## config.mk

```make
export PLATFORM = sky130hd
export DESIGN_NAME = fnd_scan_decoder_flat
export DESIGN_NICKNAME = d
export VERILOG_FILES = /design/src/rtl/fnd_pkg.sv /design/src/rtl/fnd_scan_decoder_if.sv /design/src/rtl/seg_to_bcd.sv /design/src/rtl/fnd_scan_decoder.sv /design/src/flat_wrapper.sv
export SDC_FILE = /design/constraint.sdc
export NUM_CORES = 1
export LEC_CHECK = 0
export ABC_AREA = 1
export ABC_CLOCK_PERIOD_IN_PS = 3700
export BUFFER_PORTS_ARGS = -buffer_cell sky130_fd_sc_hd__buf_2
export CAP_MARGIN = 20
export CORE_ASPECT_RATIO = 0.6
export CORE_UTILIZATION = 55
export CTS_CLUSTER_SIZE = 16
export DETAILED_ROUTE_END_ITERATION = 12
export PLACE_DENSITY_LB_ADDON = 0.3
export SYNTH_ARGS = -nofsm -noshare
export SYNTH_HDL_FRONTEND = slang
export SYNTH_SLANG_ARGS = --single-unit
```

## constraint.sdc

```tcl
create_clock -name clk -period 3.7 [get_ports clk]
set_clock_uncertainty 0.2 [all_clocks]
set_input_delay 0.74 -clock clk [delete_from_list [all_inputs] [get_ports clk]]
set_output_delay 0.74 -clock clk [all_outputs]
set_load 0.1 [all_outputs]
```

## src/rtl/fnd_pkg.sv

```systemverilog
// Shared constants for the 7-segment scan decoder and the UART mirror path.
// Segment patterns are active-low a..g in bits 0..6; digit selects are active-low one-hot.
package fnd_pkg;

    localparam logic [6:0] SEG_0     = 7'h40;
    localparam logic [6:0] SEG_1     = 7'h79;
    localparam logic [6:0] SEG_2     = 7'h24;
    localparam logic [6:0] SEG_3     = 7'h30;
    localparam logic [6:0] SEG_4     = 7'h19;
    localparam logic [6:0] SEG_5     = 7'h12;
    localparam logic [6:0] SEG_6     = 7'h02;
    localparam logic [6:0] SEG_7     = 7'h78;
    localparam logic [6:0] SEG_8     = 7'h00;
    localparam logic [6:0] SEG_9     = 7'h10;
    localparam logic [6:0] SEG_BLANK = 7'h7F;

    localparam logic [3:0] COMM_D0 = 4'b1110;
    localparam logic [3:0] COMM_D1 = 4'b1101;
    localparam logic [3:0] COMM_D2 = 4'b1011;
    localparam logic [3:0] COMM_D3 = 4'b0111;

    typedef enum logic [1:0] {
        ST_IDLE,
        ST_SETTLE,
        ST_HOLD
    } scan_state_t;

    // True when exactly one digit select is driven low.
    function automatic logic comm_valid(input logic [3:0] comm);
        logic ok;
        case (comm)
            COMM_D0, COMM_D1, COMM_D2, COMM_D3: ok = 1'b1;
            default:                            ok = 1'b0;
        endcase
        return ok;
    endfunction

endpackage

```

## src/rtl/fnd_scan_decoder_if.sv

```systemverilog
// Multiplexed 7-segment bus as driven by the display controller.
// master = display controller, slave = passive observers such as the scan decoder.
interface fnd_scan_decoder_if;
    logic [3:0] fnd_comm;
    logic [7:0] fnd_font;

    modport master (output fnd_comm, output fnd_font);
    modport slave  (input  fnd_comm, input  fnd_font);
endinterface

```

## src/rtl/seg_to_bcd.sv

```systemverilog
// Combinational 7-segment to nibble lookup. Blank maps to F; unknown patterns
// drop valid and report F so the caller decides how to flag them.
module seg_to_bcd
    import fnd_pkg::*;
(
    input  logic [6:0] seg,
    output logic [3:0] bcd,
    output logic       valid
);

    // Pattern table lookup
    always_comb begin
        bcd   = 4'hF;
        valid = 1'b1;
        case (seg)
            SEG_0:     bcd = 4'd0;
            SEG_1:     bcd = 4'd1;
            SEG_2:     bcd = 4'd2;
            SEG_3:     bcd = 4'd3;
            SEG_4:     bcd = 4'd4;
            SEG_5:     bcd = 4'd5;
            SEG_6:     bcd = 4'd6;
            SEG_7:     bcd = 4'd7;
            SEG_8:     bcd = 4'd8;
            SEG_9:     bcd = 4'd9;
            SEG_BLANK: bcd = 4'hF;
            default:   valid = 1'b0;
        endcase
    end

endmodule

```

## src/rtl/fnd_scan_decoder.sv

```systemverilog
// Passive observer of the multiplexed 7-segment bus: waits for each digit
// pattern to settle, decodes it, and publishes a full four-digit frame.
// Optional build macro FND_DECODE_ERR_EN: unknown patterns become nibble E and
// set the sticky seg_err; otherwise they read as F and seg_err is tied low.
module fnd_scan_decoder
    import fnd_pkg::*;
#(
    parameter int STABLE_CYCLES  = 16,
    parameter int TIMEOUT_CYCLES = 200_000
) (
    input  logic                clk,
    input  logic                reset,
    fnd_scan_decoder_if.slave   fnd,
    output logic [15:0]         digits,
    output logic [3:0]          dots,
    output logic                frame_valid,
    output logic                frame_changed,
    output logic                scan_lost,
    output logic                seg_err
);

    localparam int SW = (STABLE_CYCLES > 2) ? $clog2(STABLE_CYCLES) : 1;
    localparam int TW = (TIMEOUT_CYCLES > 2) ? $clog2(TIMEOUT_CYCLES) : 1;
    localparam logic [SW-1:0] STAB_MAX = SW'(STABLE_CYCLES - 1);
    localparam logic [TW-1:0] TMO_MAX  = TW'(TIMEOUT_CYCLES - 1);

    logic [3:0]    s_comm, p_comm;
    logic [7:0]    s_font, p_font;
    logic [SW-1:0] stab_cnt, stab_nxt;
    logic [TW-1:0] to_cnt;
    scan_state_t   state, state_nxt;
    logic          change, comm_ok, capture;
    logic [1:0]    idx;
    logic [3:0]    lut_bcd, cap_nib;
    logic          lut_valid;
    logic [15:0]   shadow_digits;
    logic [3:0]    shadow_dots, seen_mask, mask_keep;
    logic          frame_full, lost_rise;

    seg_to_bcd u_seg (
        .seg   (s_font[6:0]),
        .bcd   (lut_bcd),
        .valid (lut_valid)
    );

    assign change     = {s_comm, s_font} != {p_comm, p_font};
    assign comm_ok    = comm_valid(s_comm);
    assign frame_full = seen_mask == 4'hF;
    assign lost_rise  = (to_cnt == TMO_MAX) && !scan_lost && !capture;
    assign mask_keep  = (frame_full || lost_rise) ? 4'h0 : seen_mask;

`ifdef FND_DECODE_ERR_EN
    assign cap_nib = lut_valid ? lut_bcd : 4'hE;
`else
    assign cap_nib = lut_valid ? lut_bcd : 4'hF;
`endif

    // Stability count of the next edge; a changed sample restarts it
    always_comb begin
        stab_nxt = stab_cnt;
        if (change)
            stab_nxt = '0;
        else if (stab_cnt != STAB_MAX)
            stab_nxt = stab_cnt + SW'(1);
    end

    // Capture slot decoded from the one-hot-low select
    always_comb begin
        idx = 2'd0;
        case (s_comm)
            COMM_D1: idx = 2'd1;
            COMM_D2: idx = 2'd2;
            COMM_D3: idx = 2'd3;
            default: idx = 2'd0;
        endcase
    end

    // Scan FSM next state; capture fires on the edge the count reaches its top
    always_comb begin
        state_nxt = state;
        capture   = 1'b0;
        case (state)
            ST_IDLE:
                if (comm_ok) state_nxt = ST_SETTLE;
            ST_SETTLE:
                if (!comm_ok)
                    state_nxt = ST_IDLE;
                else if (!change && stab_nxt == STAB_MAX) begin
                    capture   = 1'b1;
                    state_nxt = ST_HOLD;
                end
            ST_HOLD:
                if (change) state_nxt = comm_ok ? ST_SETTLE : ST_IDLE;
            default:
                state_nxt = ST_IDLE;
        endcase
    end

    // Input sample stage, previous sample, stability count and FSM state
    always_ff @(posedge clk or posedge reset) begin
        if (reset) begin
            s_comm   <= 4'hF;
            s_font   <= 8'hFF;
            p_comm   <= 4'hF;
            p_font   <= 8'hFF;
            stab_cnt <= '0;
            state    <= ST_IDLE;
        end else begin
            s_comm   <= fnd.fnd_comm;
            s_font   <= fnd.fnd_font;
            p_comm   <= s_comm;
            p_font   <= s_font;
            stab_cnt <= stab_nxt;
            state    <= state_nxt;
        end
    end

    // Shadow frame assembly; mask drops on frame publish or on scan loss
    always_ff @(posedge clk or posedge reset) begin
        if (reset) begin
            shadow_digits <= 16'hFFFF;
            shadow_dots   <= 4'h0;
            seen_mask     <= 4'h0;
        end else begin
            if (capture) begin
                shadow_digits[{idx, 2'b00} +: 4] <= cap_nib;
                shadow_dots[idx]                 <= ~s_font[7];
            end
            seen_mask <= mask_keep | (capture ? (4'b0001 << idx) : 4'h0);
        end
    end

    // Publish a completed frame one edge after the final capture
    always_ff @(posedge clk or posedge reset) begin
        if (reset) begin
            digits        <= 16'hFFFF;
            dots          <= 4'h0;
            frame_valid   <= 1'b0;
            frame_changed <= 1'b0;
        end else begin
            frame_valid   <= frame_full;
            frame_changed <= frame_full && ({shadow_digits, shadow_dots} != {digits, dots});
            if (frame_full) begin
                digits <= shadow_digits;
                dots   <= shadow_dots;
            end
        end
    end

    // Capture watchdog; a capture in the same cycle as expiry takes priority
    always_ff @(posedge clk or posedge reset) begin
        if (reset) begin
            to_cnt    <= '0;
            scan_lost <= 1'b0;
        end else if (capture) begin
            to_cnt    <= '0;
            scan_lost <= 1'b0;
        end else if (to_cnt == TMO_MAX) begin
            scan_lost <= 1'b1;
        end else begin
            to_cnt <= to_cnt + TW'(1);
        end
    end

`ifdef FND_DECODE_ERR_EN
    // Sticky flag for any undecodable pattern that was captured
    always_ff @(posedge clk or posedge reset) begin
        if (reset)
            seg_err <= 1'b0;
        else if (capture && !lut_valid)
            seg_err <= 1'b1;
    end
`else
    assign seg_err = 1'b0;
`endif

endmodule

```

## src/flat_wrapper.sv

```systemverilog
// flat-port wrapper written by rule: the top's interface ports become plain ports
module fnd_scan_decoder_flat import fnd_pkg::*;
#(
    parameter int STABLE_CYCLES  = 16,
    parameter int TIMEOUT_CYCLES = 200_000
)
  (clk, reset, digits, dots, frame_valid, frame_changed, scan_lost, seg_err, fnd_fnd_comm, fnd_fnd_font);
  fnd_scan_decoder_if fnd_i ();
  input  logic clk;
  input  logic reset;
  output logic [15:0] digits;
  output logic [3:0] dots;
  output logic frame_valid;
  output logic frame_changed;
  output logic scan_lost;
  output logic seg_err;
  input wire logic [$bits(fnd_i.fnd_comm)-1:0] fnd_fnd_comm;
  input wire logic [$bits(fnd_i.fnd_font)-1:0] fnd_fnd_font;
  assign fnd_i.fnd_comm = fnd_fnd_comm;
  assign fnd_i.fnd_font = fnd_fnd_font;
  fnd_scan_decoder #(.STABLE_CYCLES(STABLE_CYCLES), .TIMEOUT_CYCLES(TIMEOUT_CYCLES)) u_core (.clk(clk), .reset(reset), .fnd(fnd_i), .digits(digits), .dots(dots), .frame_valid(frame_valid), .frame_changed(frame_changed), .scan_lost(scan_lost), .seg_err(seg_err));
endmodule
```

## After elaboration in Yosys (flattened, before gate mapping)

Index checks and enable logic that the tools add are counted.

| word-level totals | value |
|---|---|
| register bits | 95 |
| input port bits | 14 |
| output and inout port bits | 24 |
| logic and storage cells | 92 |

| operators by class | value |
|---|---|
| $add $sub $neg | 3 |
| magnitude comparators | 2 |
| equality and inequality tests | 26 |
| shift operators | 3 |
| multiplexer cells | 26 |
| bitwise logic cells | 2 |
| reduce and logical (&&, ||, !) cells | 15 |

Operator list:

| kind | count |
|---|---|
| 4-bit one-hot mux with 10 select lines | 1 |
| 18-bit 2-to-1 mux | 2 |
| 7-bit equality test (second input constant) | 4 |
| 7-bit by 5-bit equality test with 1-bit output (second input constant) | 3 |
| 4-bit equality test (second input constant) | 5 |
| 4-bit 2-to-1 mux | 5 |
| 20-bit != test | 1 |
| 18-bit by 1-bit adder with 18-bit output (second input constant) | 1 |
| 18-bit equality test (second input constant) | 1 |
| 16-bit bitwise mux | 1 |
| 4-bit by 6-bit variable shift with 16-bit output (first input constant) | 1 |
| 4-bit by 6-bit indexed part select with 16-bit output | 1 |
| 7-bit by 6-bit equality test with 1-bit output (second input constant) | 2 |
| 12-bit != test | 1 |
| 2-bit one-hot mux with 3 select lines | 2 |
| 11-bit OR reduction | 1 |
| 1-bit 2-to-1 mux | 9 |
| 2-bit 2-to-1 mux | 4 |
| 7-bit by 2-bit equality test with 1-bit output (second input constant) | 1 |
| 7-bit zero test | 1 |
| 2-bit by 1-bit != test with 1-bit output (second input constant) | 3 |
| 4-bit negation with 6-bit output | 1 |
| 1-bit logical AND | 5 |
| 4-bit by 1-bit adder with 4-bit output (second input constant) | 1 |
| 18 further kinds | 20 |

## Longest topological paths before layout

Gate-level depths: netlist of run 1.

| depth | value |
|---|---|
| depth in word-level cells | 13 |
| depth in mapped cells | 12 |
| mapped depth without buffers | 12 |

## By module

Synthesis of run 1 repeated with hierarchy kept, for this count alone.

| second synthesis, totals | value |
|---|---|
| cells, all modules | 589 |
| area, all modules | 4767.1 um^2 |

By module, submodules not included:

| module | instances | cells an instance | area each (um^2) | seq. area each (um^2) |
|---|---|---|---|---|
| fnd_scan_decoder | 1 | 528 | 4499.3 | 2447.3 |
| seg_to_bcd | 1 | 61 | 267.8 | 0.0 |

## Least setup slack after synthesis of run 1

No wires, ideal clock.

| timing | value |
|---|---|
| path type | reg2reg |
| start | reg u_core.s_comm[1] |
| end | reg u_core.shadow_dots[3] |
| library setup time | 0.123 ns |
| arrival time | 1.773 ns |
| required time | 3.377 ns |
| slack | 1.604 ns |
| cell stages (with the launch flop) | 9 |
| path buffers | 0 |
| clock period less this slack | 2.096 ns |
| path through | dfstp_2 > inv_1 > a31oi_1 > inv_1 > ha_1 > inv_1 > nor2_4 > nand2_1 > nand2_1 |

| on the way | value |
|---|---|
| word-level cells in the longest chain between the ends | 7 |
| elaborated cells between the ends (all ways) | 21 |
| classes of those cells | order compare: 2; eq/ne: 6; mux: 9; reduce/logical: 4 |

RTL lines:

| element | RTL line | RTL |
|---|---|---|
| from (decl) | fnd_scan_decoder.sv:27 | `logic [3:0] s_comm, p_comm;` |
| from (signal assigned) | fnd_scan_decoder.sv:109 | `s_comm <= fnd.fnd_comm;` |
| 4-bit by 3-bit equality test with 1-bit output (tied with other cells) | fnd_pkg.sv:31, fnd_scan_decoder.sv:70 |  |
| 2-bit one-hot mux with 3 select lines or 4-bit 2-to-1 mux (tied branches) | fnd_scan_decoder.sv:70, fnd_scan_decoder.sv:61 |  |
| 2-bit by 3-bit < comparator with 1-bit output (not written as such) (tied with other cells) | fnd_scan_decoder.sv:127 | `shadow_dots[idx] <= ~s_font[7];` |
| 1-bit logical AND, on equally long branches | fnd_scan_decoder.sv:127, fnd_scan_decoder.sv:88 |  |
| 1-bit 2-to-1 mux, on equally long branches | fnd_scan_decoder.sv:127, fnd_scan_decoder.sv:88 |  |
| 1-bit demux with 2-bit select or 1-bit 2-to-1 mux (tied branches) | n/a |  |
| 4-bit bitwise mux or 1-bit 2-to-1 mux (tied branches) | fnd_scan_decoder.sv:127, fnd_scan_decoder.sv:82 |  |
| to (signal, indexed assignment) | fnd_scan_decoder.sv:127 |  |
| to (decl) | fnd_scan_decoder.sv:37 | `logic [3:0] shadow_dots, seen_mask, mask_keep;` |

Parallel ways exist; a longest one is shown, timed or not.
A chain may end at the register's enable or synchronous reset.

## Final worst setup path of run 1

| timing | value |
|---|---|
| start | reg u_core.s_font[4] |
| end | reg u_core.shadow_digits[13] |

| on the way | value |
|---|---|
| word-level cells in the longest chain between the ends | 7 |
| elaborated cells between the ends (all ways) | 25 |
| classes of those cells | eq/ne: 12; shift: 1; mux: 8; reduce/logical: 4 |

RTL lines:

| element | RTL line | RTL |
|---|---|---|
| from (decl) | fnd_scan_decoder.sv:28 | `logic [7:0] s_font, p_font;` |
| from (signal assigned) | fnd_scan_decoder.sv:110 | `s_font <= fnd.fnd_font;` |
| parallel branches: the longest is 7 deep, another holds 4-bit by 6-bit indexed part select with 16-bit output | n/a |  |
| to (signal, indexed assignment) | fnd_scan_decoder.sv:126 | `shadow_digits[{idx, 2'b00} +: 4] <= cap_nib;` |
| to (decl) | fnd_scan_decoder.sv:36 | `logic [15:0] shadow_digits;` |

Parallel ways; which one is timed is not known.

==> results of run 1 <==
[cells by family after synthesis]
| kind of cell | synth area share |
|---|---|
| and+or+nand+nor | 0.2750 |
| DFF | 0.5243 |
| buffers and inverters | 0.07343 |
| AOI/OAI and AO/OA | 0.05709 |
| xor gates and xnor gates | 0.05066 |
| adders and majority gates | 0.01876 |
| other | 0.0008033 |
[where the power goes]
part / leakage (nW) / internal, mW / switching (mW)
Combinational: 1.45 / 0.0262 / 0.0676
Clock: 0.176 / 0.697 / 0.387
Sequential: 1.11 / 1.07 / 0.0149
Total: 2.74 / 1.79 / 0.469
[layout make-up]
class	count	area, um^2
flip-flops and latches	95	2447
clock inverters	5	103.9
fillers	629	2720
multi-input cells	377	1878
well taps	108	135.1
clock buffers	11	252.7
inverters	76	286.5
repair buffers	39	215.2
[routing by layer]
metal  GRT usage  share of wire
met1      0.3215           0.47
met2      0.3708           0.45
met3     0.06755          0.061
met4     0.08642          0.018
met5           0              0
[sequential cells by signal, indices dropped and copies added, names as in the netlist, 8 cells and up]
| register | cells |
|---|---|
| u_core.digits | 16 |
| u_core.p_font | 8 |
| u_core.s_font | 8 |
| u_core.shadow_digits | 16 |
| u_core.to_cnt | 18 |
[how the worst max path moves through the flow]
| stage | from | to | slack, ns | cells after the start |
|---|---|---|---|---|
| after global routing | u_core.s_font[4]$_DFF_PP1_ | u_core.shadow_digits[12]$_DFFE_PP1P_ | 0.95 | 11 |
| after detailed placement | u_core.stab_cnt[0]$_DFF_PP0_ | u_core.shadow_digits[14]$_DFFE_PP1P_ | 1.18 | 11 |
| final | u_core.s_font[4]$_DFF_PP1_ | u_core.shadow_digits[13]$_DFFE_PP1P_ | 1.16 | 11 |
| after floorplan | reset | u_core.dots[0]$_DFFE_PP0P_ | 0.38 | 1 |
| after global placement | u_core.s_font[4]$_DFF_PP1_ | u_core.shadow_digits[12]$_DFFE_PP1P_ | 1.21 | 11 |
| after CTS | u_core.stab_cnt[0]$_DFF_PP0_ | u_core.shadow_digits[13]$_DFFE_PP1P_ | 1.15 | 11 |
[per-stage QoR]
step | std cells | setup WS, ns | area [um^2]
2_1_floorplan | 557 | 0.3757 | 4668
3_3_place_gp | 695 | 1.208 | 4962
3_5_place_dp | 695 | 1.182 | 4962
4_1_cts | 711 | 1.146 | 5319
5_1_grt | 711 | 0.9454 | 5319
6_report | 711 | 1.157 | 5319
[cell usage in the layout, fill, tap and decap left out, drive strengths merged, types with 11 or more instances in the layout]
| cell type | Yosys | routed |
|---|---|---|
| dfstp | 56 | 56 |
| nand4 | 11 | 11 |
| o21ai | 36 | 36 |
| buf | 5 | 39 |
| nor2 | 50 | 50 |
| xnor2 | 19 | 19 |
| dfrtp | 39 | 39 |
| nand3 | 47 | 47 |
| inv | 75 | 74 |
| nand2 | 166 | 166 |
| clkbuf | 4 | 11 |
==> results, run 1 <==
- In the post-synthesis netlist, the biggest area contributors are sky130_fd_sc_hd__dfstp_2, sky130_fd_sc_hd__dfrtp_1, sky130_fd_sc_hd__nand2_1.
- The main flop type after synthesis is sky130_fd_sc_hd__dfstp_2.
- STA puts the critical path data arrival time at 2.63 ns.
- The synthesized design contains 0 enable-type register cells.
- The worst-case reg-to-reg path depth is 11.
- Of the synthesized area, sequential elements account for 0.5243.
- The worst register-to-register path begins at u_core.s_font[4]$_DFF_PP1_.
- The highest-delay cell along the critical path is sky130_fd_sc_hd__dfstp_2.
- The pin count of the biggest net entering global routing is 49.
- Measured along the x axis, the die boundary spans 120.9 um.
- In this run the static leakage power is 2.737 nW.
- The top achievable clock speed is 393.2 MHz.
- Setup repair after global routing left no endpoint under its margin.
- The total track usage is 0.2384.
- The number of setup buffers added after CTS is 0.
- The post-route worst hold slack is 0.1836 ns.
- The post-synthesis net count is 578.
- The critical path's top delay family is simple AND/OR/NAND/NOR gates.
- After detailed routing, the average wire length per cell comes to 13.21 um.
- The share of synthesized registers carrying an async set or reset is 1.000.
- The share of synthesized area in the top cell type comes to 0.3152.
- The clock passes through at most 2 buffers.
- For this run, the share of the core covered by cells in the final layout is 0.6616.
- The worst flop-to-flop path endpoint is u_core.shadow_digits[13]$_DFFE_PP1P_.
- The largest total area in the synthesized netlist belongs to sky130_fd_sc_hd__dfstp_2.
- Traced cell by cell, the critical path runs through nand2_1 > nand2_1 > nand2_1 > nor2_1 > nand2_1 > nor2_2 > nand4_2 > buf_4 > nor2_4 > nand3_1 > nand2_1.
- The kind of capture point of the worst setup path is a flop.
- The count of synthesis-stage warnings from yosys is 0.
- The mean instance size in the synthesized netlist is 8.381 um^2.
- The required time of the critical path is 3.79 ns.
- At the end of routability-driven placement, the weighted congestion stood at 0.9100.
- From bottom edge to top edge, the die measures 73.36 um.
- The class of the most critical hold timing path is reg2reg.
- The number of antenna cells inserted is 0.
- Setup violations remaining at the end of the flow were counted as 0.
- Pin placement for this block handled 38 I/O pins.
- Gates resized during post-CTS repair numbered 0.
- The clock-pin slew on the worst setup and hold paths is 0.07 ns.
- The via density per instance is 5.208.
- The number of hold buffers added after CTS is 0.
- In the routed design, unresolved DRC markers number 0.
- Relative to the synthesized area, the layout overhead comes to 13.94%.
- The number of flip-flops and latches in the synthesized netlist is 95.
- The most common cell in the netlist is sky130_fd_sc_hd__nand2_1.
- The worst reg-to-reg setup slack is 1.16 ns.
- The category of the critical setup timing path is reg2reg.
- The standard cell core area is 8039 um^2.
- The die covers 8872 um^2.
- The critical-path maximum fanout is 27.
- In the synthesized netlist, the cells that appear most often are sky130_fd_sc_hd__nand2_1, sky130_fd_sc_hd__inv_1, sky130_fd_sc_hd__dfstp_2.
- The power density over the cells is 424.7 nW/um^2.
- The first global-routing pass estimated 16,250 um of wire.
- The total number of placement rows is 25.
- The overall routed net length is 9393 um.
- The detailed-placement wirelength estimate is 6645 um.
- The remaining global-route overflow is 0.
- The number of cells traversed by the worst hold path is 0.
- The transition at the pin with the smallest max-transition slack is 0.8291 ns.
- The post-layout total power is 2.259 mW.
- The number of global-route vias before repair came to 3,491.
- The clock reaches the later pin of the worst-skew pair after 0.35 ns.
- The clock period could shrink to 2.543 ns.
- In this run the tool buffered the top-level ports with 36 buffer cells.
- The worst stage delay on the critical path is 0.62 ns.
- The relative slew slack is 0.4452.
- The most common cell type on the critical path is sky130_fd_sc_hd__nand2_1.
- The post-synthesis cell area is 4668 um^2.
- The clock buffer count from CTS is 9.
- CTS built an H-tree with a depth of 3.
- The flow ran to the end, and the final reports show no timing, DRC or antenna violations.
- The number of sinks handled by clock tree synthesis is 95.
- The count of different cell masters after synthesis is 37.
- The CTS tree is built.
- For this configuration, the core starts out at a cell density of 0.5807.
- The worst hold path terminates at u_core.p_font[7]$_DFF_PP1_.
- The worst-case IR drop observed on VDD is 0.2562 mV.
- The root buffer cell is sky130_fd_sc_hd__clkbuf_16.
- The worst hold path begins at u_core.s_font[7]$_DFF_PP1_.
- In the final design database the tool counted 619 nets.
- The number of buffers and inverters on the critical path is 1.
- The number of antenna violations at the first check in global routing is 0.
- The share of layout cells above drive strength 1 is 0.2139.
- The synthesized instance count is 557.
- The detailed-router iteration count before antenna repair is 5.
- The share of the cycle needed by the critical path after routing is 0.6874.
- The violation count after the first detailed-route iteration is 226.
- The number of slew-limit violations in the final report is 0.
- The worst setup path is launched from a flop.
- The setup TNS is 0 ns.
- Max-cap violations in this run came to 0.
- The number of hold violations in the final report came to 0.
- The routed via count is 3,703.
- The number of nets with antenna violations after routing is 0.
Power figures use the tool's default switching activity.
==> run 2, diff against run 1 <==
--- a/config.mk
+++ b/config.mk
@@ -6,7 +6,7 @@
 export NUM_CORES = 1
 export LEC_CHECK = 0
 export ABC_AREA = 1
-export ABC_CLOCK_PERIOD_IN_PS = 3700
+export ABC_CLOCK_PERIOD_IN_PS = 2660
 export BUFFER_PORTS_ARGS = -buffer_cell sky130_fd_sc_hd__buf_2
 export CAP_MARGIN = 20
 export CORE_ASPECT_RATIO = 0.6
==> constraint.sdc (replaced) <==
create_clock -name clk -period 2.66 [get_ports clk]
set_clock_uncertainty 0.2 [all_clocks]
set_input_delay 0.532 -clock clk [delete_from_list [all_inputs] [get_ports clk]]
set_output_delay 0.532 -clock clk [all_outputs]
set_load 0.1 [all_outputs]
==> results, run 2 (synthesis gave the netlist of run 1 again) <==
- The run finished with clean final reports.
- The path class of the tightest hold or removal check is in2reg.
- Setup violations remaining at the end of the flow were counted as 0.
- The relative contribution of sequential cells to total power is 0.521.
- The most common cell after layout, fill and taps aside is sky130_fd_sc_hd__nand2_1.
- The number of antenna diodes in the final layout is 0.
- The number of slew-limit violations in the final report came to 0.
- The post-layout minimum cycle time is 2.313 ns.
- Derived from the worst setup path, the maximum achievable clock frequency is 432.3 MHz.
- The post-layout total power is 2.888 mW.
- The leakage power summed over all cells is 2.721 nW.
- The largest single stage delay on the critical path is 0.58 ns.
- The share of power burned in combinational logic is 0.047.
- The register with the most flip-flops in the layout has 18 of them.
- The power dissipated by switching net loads is 0.6319 mW.
- The number of sinks handled by clock tree synthesis is 95.
- The library cells used most frequently in the layout, excluding fill and tap cells, are sky130_fd_sc_hd__nand2_1, sky130_fd_sc_hd__inv_1, sky130_fd_sc_hd__dfstp_2.
- The floorplan has 25 rows.
- The insertion delay of the later-clocked pin in the worst-skew pair is 0.34 ns.
- The clock buffer count from CTS is 9.
- The area of the die is 8872 um^2.
- The H-tree generated during clock tree synthesis spans 3 levels.
- The switching part of the total is 0.2188.
- In this run the standard cell core region covers 8039 um^2.
- The utilization of the core after routing is 0.6576.
- The required time of the critical path is 2.74 ns.
- The first global-routing pass estimated 16,640 um of wire.
- The total of cells resized after clock tree synthesis is 0.
- The pin count of the biggest net entering global routing is 32.
- For flop-to-flop paths, the worst setup slack is 0.35 ns.
- Data on the critical path arrives at its endpoint at 2.39 ns.
- After detailed routing, the number of remaining DRC violations is 0.
- Before antenna repair, the detailed router went through 5 iterations.
- The initial standard-cell utilization of the core is 0.5807.
- The number of buffers inserted to repair setup after CTS is 0.
- The endpoint identified for the worst register-to-register timing path is u_core.shadow_digits[12]$_DFFE_PP1P_.
- For this block, the routed nets add up to 9760 um of wire.
- The remaining global-route overflow is 0.
- The violation count after the first detailed-route iteration is 254.
- The worst register-to-register path begins at u_core.s_comm[0]$_DFF_PP1_.
- Summed over all failing endpoints, the final setup total negative slack is 0 ns.
- The worst setup slack after layout is 0.3468 ns.
- The clock-pin slew on the worst setup and hold paths is 0.06 ns.
- The number of nets with antenna violations after routing is 0.
- The power density over the cells is 546.3 nW/um^2.
- Across every metal layer, demand over resource in global routing totals 0.2480.
- The critical path's top delay family is simple AND/OR/NAND/NOR gates.
- The share of the cycle needed by the critical path after routing is 0.8696.
- The die height is 73.36 um.
- The root buffer cell is sky130_fd_sc_hd__clkbuf_16.
- Detailed placement ended at an HPWL of 7089 um.
- The via density per instance is 5.162.
- In this run the horizontal extent of the chip is 120.9 um.
- The routed via count is 3,696.
- The number of hold violations in the final report is 0.
- The highest-delay cell along the critical path is sky130_fd_sc_hd__dfstp_2.
- The max-capacitance violation count is 0.
- Traced cell by cell, the critical path runs through nand2_1 > nor3_1 > a31oi_1 > ha_1 > inv_1 > nand2_1 > nor2_1 > nand3_1 > nand2_1.
- The global routing usage on met3 is 0.06211.
- The clock passes through at most 2 buffers.
- Setup repair after global routing left no endpoint under its margin.
- In the final layout, the share of cells above drive strength 1 is 0.2188.
- The critical path is of the reg2reg type.
- The worst setup path is launched from a flop.
- The register bank with the most flops is u_core.to_cnt.
- The net count of the finished layout is 624.
- The number of antenna violations at the first check in global routing is 0.
- Internal power comes to 2.256 mW.
- The kind of capture point of the worst setup path is a flop.
- Routability-driven placement finished with a final weighted congestion of 0.8979.
- The layer flagged by global routing as most heavily used is met2.
- Hold repair after CTS inserted 0 buffers.
- The average wire length per cell after detail routing is 13.63 um.
- The post-placement setup slack is 0.3968 ns.
- Counting instances, the worst hold path has a depth of 1.
- The met2 demand-to-capacity share in global routing is 0.3829.
- In this run the most critical hold path is launched from fnd_fnd_font[3].
- The transition at the pin with the smallest max-transition slack is 0.5005 ns.
- The number of global-route vias before repair came to 3,464.
- The number of buffers and inverters on the critical path is 1.
- The critical-path maximum fanout is 9.
- The path with the worst hold slack has its endpoint at u_core.s_font[3]$_DFF_PP1_.
- The number of buffers inserted by port buffering is 36.
- The CTS tree is built.
- Relative to the synthesized area, the layout overhead comes to 13.24%.
- The most common cell type on the critical path is sky130_fd_sc_hd__nand2_1.
- The worst ir drop on vdd is 0.3916 mV.
- The worst pin sits at a relative slew slack of 0.6643.
- On the final layout, the worst hold slack is 0.08578 ns.
- The layout has 646 filler cells.
- The largest registers in the layout are u_core.to_cnt (18), u_core.digits (16), u_core.shadow_digits (16).
- For met1 alone, demand over resource in global routing was 0.3433.
- The share of total power dissipated in the clock network is 0.432.
- The I/O pin total is 38.
- The worst register-to-register path has a depth of 9.
run 2: layer usage:
metal  vias up  routed length [um]  share of wire
li1       1845                   -              -
met1      1725                4692           0.48
met2       113                4347           0.45
met3        13                 573          0.059
met4         0                 146          0.015
met5         -                   0              0
run 2: metrics by stage:
stage / cells / cell area (um^2)
2_1_floorplan: 557 / 4672
3_3_place_gp: 700 / 4990
3_5_place_dp: 700 / 4990
4_1_cts: 716 / 5286
5_1_grt: 716 / 5286
6_report: 716 / 5286
run 2: how the worst max path moves through the flow:
stage,startpoint,to,slack (ns),cells past startpoint
floorplan,u_core.s_comm[1]$_DFF_PP1_,u_core.shadow_dots[3]$_DFFE_PP0P_,0.56,8
global placement,u_core.s_font[4]$_DFF_PP1_,u_core.shadow_digits[12]$_DFFE_PP1P_,0.48,11
detailed placement,u_core.s_comm[1]$_DFF_PP1_,u_core.shadow_digits[12]$_DFFE_PP1P_,0.40,9
CTS,u_core.s_comm[1]$_DFF_PP1_,u_core.shadow_digits[12]$_DFFE_PP1P_,0.38,9
global route,u_core.s_comm[1]$_DFF_PP1_,u_core.shadow_digits[12]$_DFFE_PP1P_,0.20,9
finish,u_core.s_comm[0]$_DFF_PP1_,u_core.shadow_digits[12]$_DFFE_PP1P_,0.35,9
run 2: power groups by stage:
stage	Combinational, mW	Clock [mW]	Sequential, mW
after floorplan	0.0951	0	1.52
after global placement	0.131	0	1.53
after detailed placement	0.135	0	1.53
after CTS	0.136	1.28	1.50
after global routing	0.155	1.33	1.51
final	0.135	1.25	1.50
run 2: final cells by class:
| class | count | area (um^2) | area share |
|---|---|---|---|
| clock buffer | 14 | 284.0 | 0.05373 |
| clock inverter | 2 | 12.51 | 0.002367 |
| inverter | 76 | 289.0 | 0.05467 |
| multi-input combinational | 377 | 1878 | 0.3553 |
| sequential | 95 | 2447 | 0.4630 |
| tap | 108 | 135.1 | 0.02556 |
| timing repair buffer | 44 | 240.2 | 0.04544 |
run 2: worst reg2reg max path: stages, from the launching register on:
cell	delay, ns
sky130_fd_sc_hd__dfstp_2	0.58
sky130_fd_sc_hd__nand2_1	0.09
sky130_fd_sc_hd__nor3_1	0.18
sky130_fd_sc_hd__a31oi_1	0.13
sky130_fd_sc_hd__ha_1	0.28
sky130_fd_sc_hd__inv_1	0.28
sky130_fd_sc_hd__nand2_1	0.13
sky130_fd_sc_hd__nor2_1	0.19
sky130_fd_sc_hd__nand3_1	0.11
sky130_fd_sc_hd__nand2_1	0.08
